[src/rtl/wm_cycle_ctrl.sv]
// wm_cycle_ctrl: washing-machine cycle controller.
//   Sequences FILL -> WASH -> DRAIN -> RINSE -> SPIN -> DONE from start/pause
//   button pulses. Each phase runs for its *_CYCLES parameter in clk cycles.
//   Optional macro WM_EXTRA_RINSE_EN inserts RINSE2 (state 7) between RINSE
//   and SPIN; without it state 7 is illegal and recovers to IDLE.
// Ports:
//   clk           system clock, rising edge
//   reset         asynchronous active-low reset
//   start_button  start request (edge detected, held button = one request)
//   pause_button  pause/resume toggle (edge detected)
//   valve_in      water inlet enable        (registered)
//   valve_out     drain pump enable         (registered)
//   motor         drum motor enable         (registered)
//   state         current phase code        (registered)
//   paused        cycle frozen by pause     (registered)
//   out           cycle complete, high in DONE (registered)
module wm_cycle_ctrl #(
    parameter int unsigned FILL_CYCLES  = 8,
    parameter int unsigned WASH_CYCLES  = 16,
    parameter int unsigned DRAIN_CYCLES = 6,
    parameter int unsigned RINSE_CYCLES = 10,
    parameter int unsigned SPIN_CYCLES  = 12,
    parameter int unsigned CNT_W        = 16
) (
    input  logic       clk,
    input  logic       reset,
    input  logic       start_button,
    input  logic       pause_button,
    output logic       valve_in,
    output logic       valve_out,
    output logic       motor,
    output logic [2:0] state,
    output logic       paused,
    output logic       out
);

    typedef enum logic [2:0] {
        S_IDLE   = 3'd0,
        S_FILL   = 3'd1,
        S_WASH   = 3'd2,
        S_DRAIN  = 3'd3,
        S_RINSE  = 3'd4,
        S_SPIN   = 3'd5,
        S_DONE   = 3'd6,
        S_RINSE2 = 3'd7
    } phase_t;

    // Counter reload values: a phase of N cycles counts N-1 down to 0.
    localparam logic [CNT_W-1:0] LD_FILL  = CNT_W'(FILL_CYCLES - 1);
    localparam logic [CNT_W-1:0] LD_WASH  = CNT_W'(WASH_CYCLES - 1);
    localparam logic [CNT_W-1:0] LD_DRAIN = CNT_W'(DRAIN_CYCLES - 1);
    localparam logic [CNT_W-1:0] LD_RINSE = CNT_W'(RINSE_CYCLES - 1);
    localparam logic [CNT_W-1:0] LD_SPIN  = CNT_W'(SPIN_CYCLES - 1);

    phase_t           cur;
    logic [CNT_W-1:0] cnt;
    logic             start_q;
    logic             pause_q;
    logic             start_rise_c;
    logic             pause_rise_c;

    assign start_rise_c = start_button & ~start_q;
    assign pause_rise_c = pause_button & ~pause_q;
    assign state        = cur;

    // Phase that follows p once its count expires.
    function automatic phase_t phase_after(input phase_t p);
        phase_t n;
        n = S_IDLE;
        case (p)
            S_FILL:   n = S_WASH;
            S_WASH:   n = S_DRAIN;
            S_DRAIN:  n = S_RINSE;
`ifdef WM_EXTRA_RINSE_EN
            S_RINSE:  n = S_RINSE2;
            S_RINSE2: n = S_SPIN;
`else
            S_RINSE:  n = S_SPIN;
`endif
            S_SPIN:   n = S_DONE;
            default:  n = S_IDLE;
        endcase
        return n;
    endfunction

    // Counter load on entry to phase p.
    function automatic logic [CNT_W-1:0] phase_load(input phase_t p);
        logic [CNT_W-1:0] v;
        v = '0;
        case (p)
            S_FILL:   v = LD_FILL;
            S_WASH:   v = LD_WASH;
            S_DRAIN:  v = LD_DRAIN;
            S_RINSE:  v = LD_RINSE;
            S_RINSE2: v = LD_RINSE;
            S_SPIN:   v = LD_SPIN;
            default:  v = '0;
        endcase
        return v;
    endfunction

    // Actuator map for an unpaused phase: {valve_in, valve_out, motor}.
    function automatic logic [2:0] act_map(input phase_t p);
        logic [2:0] a;
        a = 3'b000;
        case (p)
            S_FILL:   a = 3'b100;
            S_WASH:   a = 3'b001;
            S_DRAIN:  a = 3'b010;
            S_RINSE:  a = 3'b101;
            S_RINSE2: a = 3'b101;
            S_SPIN:   a = 3'b011;
            default:  a = 3'b000;
        endcase
        return a;
    endfunction

    // Phases in which the counter runs; RINSE2 only exists with the macro.
    function automatic logic is_active(input phase_t p);
        logic r;
        r = 1'b0;
        case (p)
            S_FILL, S_WASH, S_DRAIN, S_RINSE, S_SPIN: r = 1'b1;
`ifdef WM_EXTRA_RINSE_EN
            S_RINSE2: r = 1'b1;
`endif
            default: r = 1'b0;
        endcase
        return r;
    endfunction

    // Phase sequencer; actuators and flags are registered from the next state.
    always_ff @(posedge clk or negedge reset) begin
        if (!reset) begin
            cur       <= S_IDLE;
            cnt       <= '0;
            start_q   <= 1'b0;
            pause_q   <= 1'b0;
            paused    <= 1'b0;
            out       <= 1'b0;
            valve_in  <= 1'b0;
            valve_out <= 1'b0;
            motor     <= 1'b0;
        end else begin
            start_q <= start_button;
            pause_q <= pause_button;
            if (cur == S_IDLE || cur == S_DONE) begin
                // pause is ignored here; start launches a fresh cycle
                if (start_rise_c) begin
                    cur                          <= S_FILL;
                    cnt                          <= LD_FILL;
                    paused                       <= 1'b0;
                    out                          <= 1'b0;
                    {valve_in, valve_out, motor} <= act_map(S_FILL);
                end
            end else if (is_active(cur)) begin
                if (pause_rise_c && !paused) begin
                    // entering pause freezes this edge, including a pending
                    // phase transition at count zero
                    paused                       <= 1'b1;
                    {valve_in, valve_out, motor} <= 3'b000;
                end else if (!paused || pause_rise_c) begin
                    // running, or resuming: the resume edge counts normally so
                    // frozen cycles equal the cycles spent paused
                    paused <= 1'b0;
                    if (cnt == '0) begin
                        cur                          <= phase_after(cur);
                        cnt                          <= phase_load(phase_after(cur));
                        out                          <= (phase_after(cur) == S_DONE);
                        {valve_in, valve_out, motor} <= act_map(phase_after(cur));
                    end else begin
                        cnt                          <= cnt - CNT_W'(1);
                        {valve_in, valve_out, motor} <= act_map(cur);
                    end
                end
            end else begin
                // illegal encoding: fall back to a quiet IDLE
                cur                          <= S_IDLE;
                cnt                          <= '0;
                paused                       <= 1'b0;
                out                          <= 1'b0;
                {valve_in, valve_out, motor} <= 3'b000;
            end
        end
    end

endmodule

[config.mk]
export PLATFORM = sky130hd
export DESIGN_NAME = wm_cycle_ctrl
export DESIGN_NICKNAME = d
export VERILOG_FILES = /design/src/rtl/wm_cycle_ctrl.sv
export SDC_FILE = /design/constraint.sdc
export NUM_CORES = 1
export LEC_CHECK = 0
export BUFFER_PORTS_ARGS = -buffer_cell sky130_fd_sc_hd__buf_4
export CELL_PAD_IN_SITES_DETAIL_PLACEMENT = 0
export CELL_PAD_IN_SITES_GLOBAL_PLACEMENT = 1
export CORE_ASPECT_RATIO = 1.25
export CORE_MARGIN = 2
export CORE_UTILIZATION = 45
export CTS_CLUSTER_SIZE = 28
export DETAILED_ROUTE_END_ITERATION = 10
export PLACE_DENSITY_LB_ADDON = 0.1
export REMOVE_ABC_BUFFERS = 1
export SETUP_SLACK_MARGIN = 0.05
export SYNTH_ARGS = -nofsm -noshare
export SYNTH_HDL_FRONTEND = slang
export SYNTH_SLANG_ARGS = --single-unit
export TNS_END_PERCENT = 1
[constraint.sdc]
create_clock -name clk -period 4.6 [get_ports clk]
set_input_delay 0.92 -clock clk [delete_from_list [all_inputs] [get_ports clk]]
set_output_delay 0.92 -clock clk [all_outputs]
set_load 0.05 [all_outputs]
==> metrics.md <==
| Metric | Value |
|---|---|
| Run status | `finished, final reports clean` |
| Area enclosed by the die boundary | `around 4300 µm²` |
| Global-route wire length before repair | `6.92 mm` |
| Library cells used by synthesis | `53` |
| Min-delay worst type | `register to register` |
| End point of the worst hold path | `motor$_DFFE_PN0P_` |
| Period utilisation layout | `0.586` |
| Register area share after synthesis | `0.385` |
| Logic depth of the worst register-to-register path | `5` |
| Area share of the largest cell type after synthesis | `0.385` |
| Cell at the root of the clock tree | `clkbuf_8` |
| Crit Reg-Reg Startpoint | `state[1]$_DFFE_PN0P_` |
| Top library cells by usage in the layout, fill and taps aside | `26 x dfrtp_1, 16 x nor2_1, 13 x o21ai_0` |
| Unrepaired setup endpoints after global routing | `no` |
| Signal arrival time at the worst endpoint | `approximately 2.9 ns` |
| Syn. warnings | `0` |
| Number of levels the H-tree was split into | `1` |
| Setup-violating endpoint count in the final report | `0` |
| Core Area | `roughly 3500 µm²` |
| Final clock skew | `between 0.004 and 0.005 ns` |
| Number of global-route vias before repair | `1495` |
| Number of I/O port buffers | `11` |
| Hold Path Stages | `1` |
| Drt initial violations | `between 80 and 90` |
| Post-CTS setup buffer count | `0` |
| Die height | `72.5 µm` |
| Drt first pass iters | `4` |
| Maximum number of pins on one net before global-route repair | `27` |
| Filler cells | `about 350` |
| Routability Congestion | `about 0.83` |
| Core Util, Final | `0.518` |
| IO Count | `12` |
| Predominant post-synthesis flop cell | `dfrtp_1` |
| Share of final-layout standard cells stronger than drive strength 1 | `0.186` |
| Final sum of negative setup slack | `0 ns` |
| Capturing element type of the critical path | `register` |
| Leftover overflow at the end of global routing | `0` |
| Synth async-reset ratio | `1.00` |
| Syn Std Cell Area | `roughly 1700 µm²` |
| Final Hold Vio Count | `0` |
| CTS hold repair buffers | `0` |
| Number of gates given a new drive strength after cts | `0` |
| Number of nets with antenna violations after routing | `0` |
| Number of inserted diodes | `0` |
| Total number of vias | `around 1400` |
| Drc violations | `0` |
| Number of enable-type register cells in the synthesized netlist | `0` |
| Flip-flop and latch count after synthesis | `26` |
| Max-cap viol count | `0` |
| TritonCTS Sinks | `26` |
| Shortest clock period the worst path allows after layout | `approximately 2.7 ns` |
| Start point of the worst hold path | `motor$_DFFE_PN0P_` |
| Leading post-synthesis cells by cell area | `dfrtp_1 38%, a22o_1 4.1%, o21ai_0 3.8%` |
| R2R Path End | `cnt[7]$_DFFE_PN0P_` |
| Clock edge transition at the registers on the reported setup and hold paths | `roughly 0.10 ns` |
| Average wire length per cell after detail routing | `around 18 µm` |
| Final net count | `190` |
| Global routing usage summed across all routing layers | `0.209` |
| Non-filler instance count after layout | `222` |
| Antenna violations before repair | `0` |
| Total clock buffers created by CTS | `3` |
| Num rows | `24` |
| Critical setup path kind | `register to register` |
| Starting utilization of the core area | `0.477` |
| Pins over their slew limit | `0` |
| Mean area per synthesized cell | `around 9.5 µm²` |
| Vias per cell | `6.47` |
| Critical path peak fanout | `25` |
| Die boundary width | `slightly below 60 µm` |
| Final wirelength | `3.98 mm` |
| Register-to-Register Setup Slack | `roughly 1.9 ns` |
| Worst-margin pin slew | `about 1.0 ns` |
| Worst setup SP type | `register` |
| Area delta synth->final | `8.51%` |
| HPWL after detailed placement | `roughly 2.8 mm` |
| Max frequency | `about 370 MHz` |
| Clock tree from TritonCTS | `yes` |
| Hold_ws | `0.498 ns` |
| Max Root-Sink Buffers | `2` |
| Leading cell type in the layout, fill and taps excluded | `dfrtp_1` |
| Synth Instances | `between 150 and 200` |
| Worst slew slack as a fraction of its limit | `0.317` |
| Placed Instances | `218` |
| Worst Path Required | `between 4 and 5 ns` |
| Worst-Skew Late Latency | `roughly 0.28 ns` |
| Largest area contributor in the synthesized netlist | `dfrtp_1` |
[synth_stat cells (2+ instances only)]
library cell / n
a21oi_2: 2
dfrtp_1: 26
o2111ai_1: 2
xnor2_1: 4
nor3_1: 10
nor3_2: 3
a32o_1: 4
nand3_1: 2
nor2b_1: 4
inv_1: 5
a211o_1: 3
buf_4: 2
nand2b_1: 2
a21oi_1: 5
a22o_1: 8
xor2_1: 2
a21o_1: 3
a31oi_1: 4
ha_1: 2
o2bb2ai_1: 3
nand4_1: 2
nor2_1: 16
nor4_1: 5
buf_2: 4
nand2_1: 8
nor3_4: 3
o21ai_1: 3
or3_1: 3
o21ai_0: 13
clkbuf_1: 2
[worst max-delay path, stage by stage, from the launching register on]
cell     delay, ns
dfrtp_1       0.80
xor2_1        0.35
nor3_2        0.14
a21oi_2       0.78
o21ai_0       0.24
a22o_1        0.28
[routing by layer]
layer / track usage / routed length (µm) / up-vias
met5: 0 / 0 / -
met1: 0.260 / 1750 / 708
li1: - / - / 692
met3: 0.0214 / 105 / 6
met2: 0.368 / 2040 / 30
met4: 0.0783 / 78 / 0
[cell families (layout without fill, tap and decap cells)]
| family | after synthesis | in the layout | share of synthesized area |
|---|---|---|---|
| and+or+nand+nor | 68 | 68 | 0.249 |
| AOI/OAI and AO/OA | 61 | 61 | 0.274 |
| DFF | 26 | 26 | 0.385 |
| buffers and inverters | 15 | 20 | 0.0459 |
| xor gates and xnor gates | 6 | 6 | 0.0311 |
| adders and majority gates | 2 | 2 | 0.0148 |
[area by class of cell]
cell class | count | area [µm²] | area share
clock buffer | 3 | 41.3 | 0.0225
multi-input combinational | 137 | 962 | 0.525
timing repair buffer | 11 | 82.6 | 0.0450
sequential | 26 | 651 | 0.355
tap | 39 | 48.8 | 0.0266
inverter | 5 | 18.8 | 0.0102
clock inverter | 1 | 30.0 | 0.0164
[stage by stage]
stage / setup slack, ns / cell area [µm²]
floorplan: 2.20 / 1630
global placement: 1.88 / 1760
detailed placement: 1.78 / 1760
CTS: 1.95 / 1830
global route: 1.60 / 1830
finish: 1.90 / 1830
[how the worst max path moves through the flow]
stage,endpoint,startpoint,slack (ns),cells past startpoint
global route,cnt[3]$_DFFE_PN0P_,state[1]$_DFFE_PN0P_,1.60,5
detailed placement,cnt[15]$_DFFE_PN0P_,pause_button,1.78,6
finish,cnt[7]$_DFFE_PN0P_,state[1]$_DFFE_PN0P_,1.90,5
floorplan,cnt[10]$_DFFE_PN0P_,state[1]$_DFFE_PN0P_,2.20,5
global placement,cnt[12]$_DFFE_PN0P_,pause_button,1.88,6
CTS,cnt[15]$_DFFE_PN0P_,state[1]$_DFFE_PN0P_,1.95,5
[flip-flops by register name, indices dropped and copies added (netlist names)]
register   count
out            1
start_q        1
pause_q        1
paused         1
motor          1
cnt           16
valve_out      1
state          3
valve_in       1
Power is not shown: default switching activity piles up to over one toggle a cycle in this logic, so the estimate is an artifact.
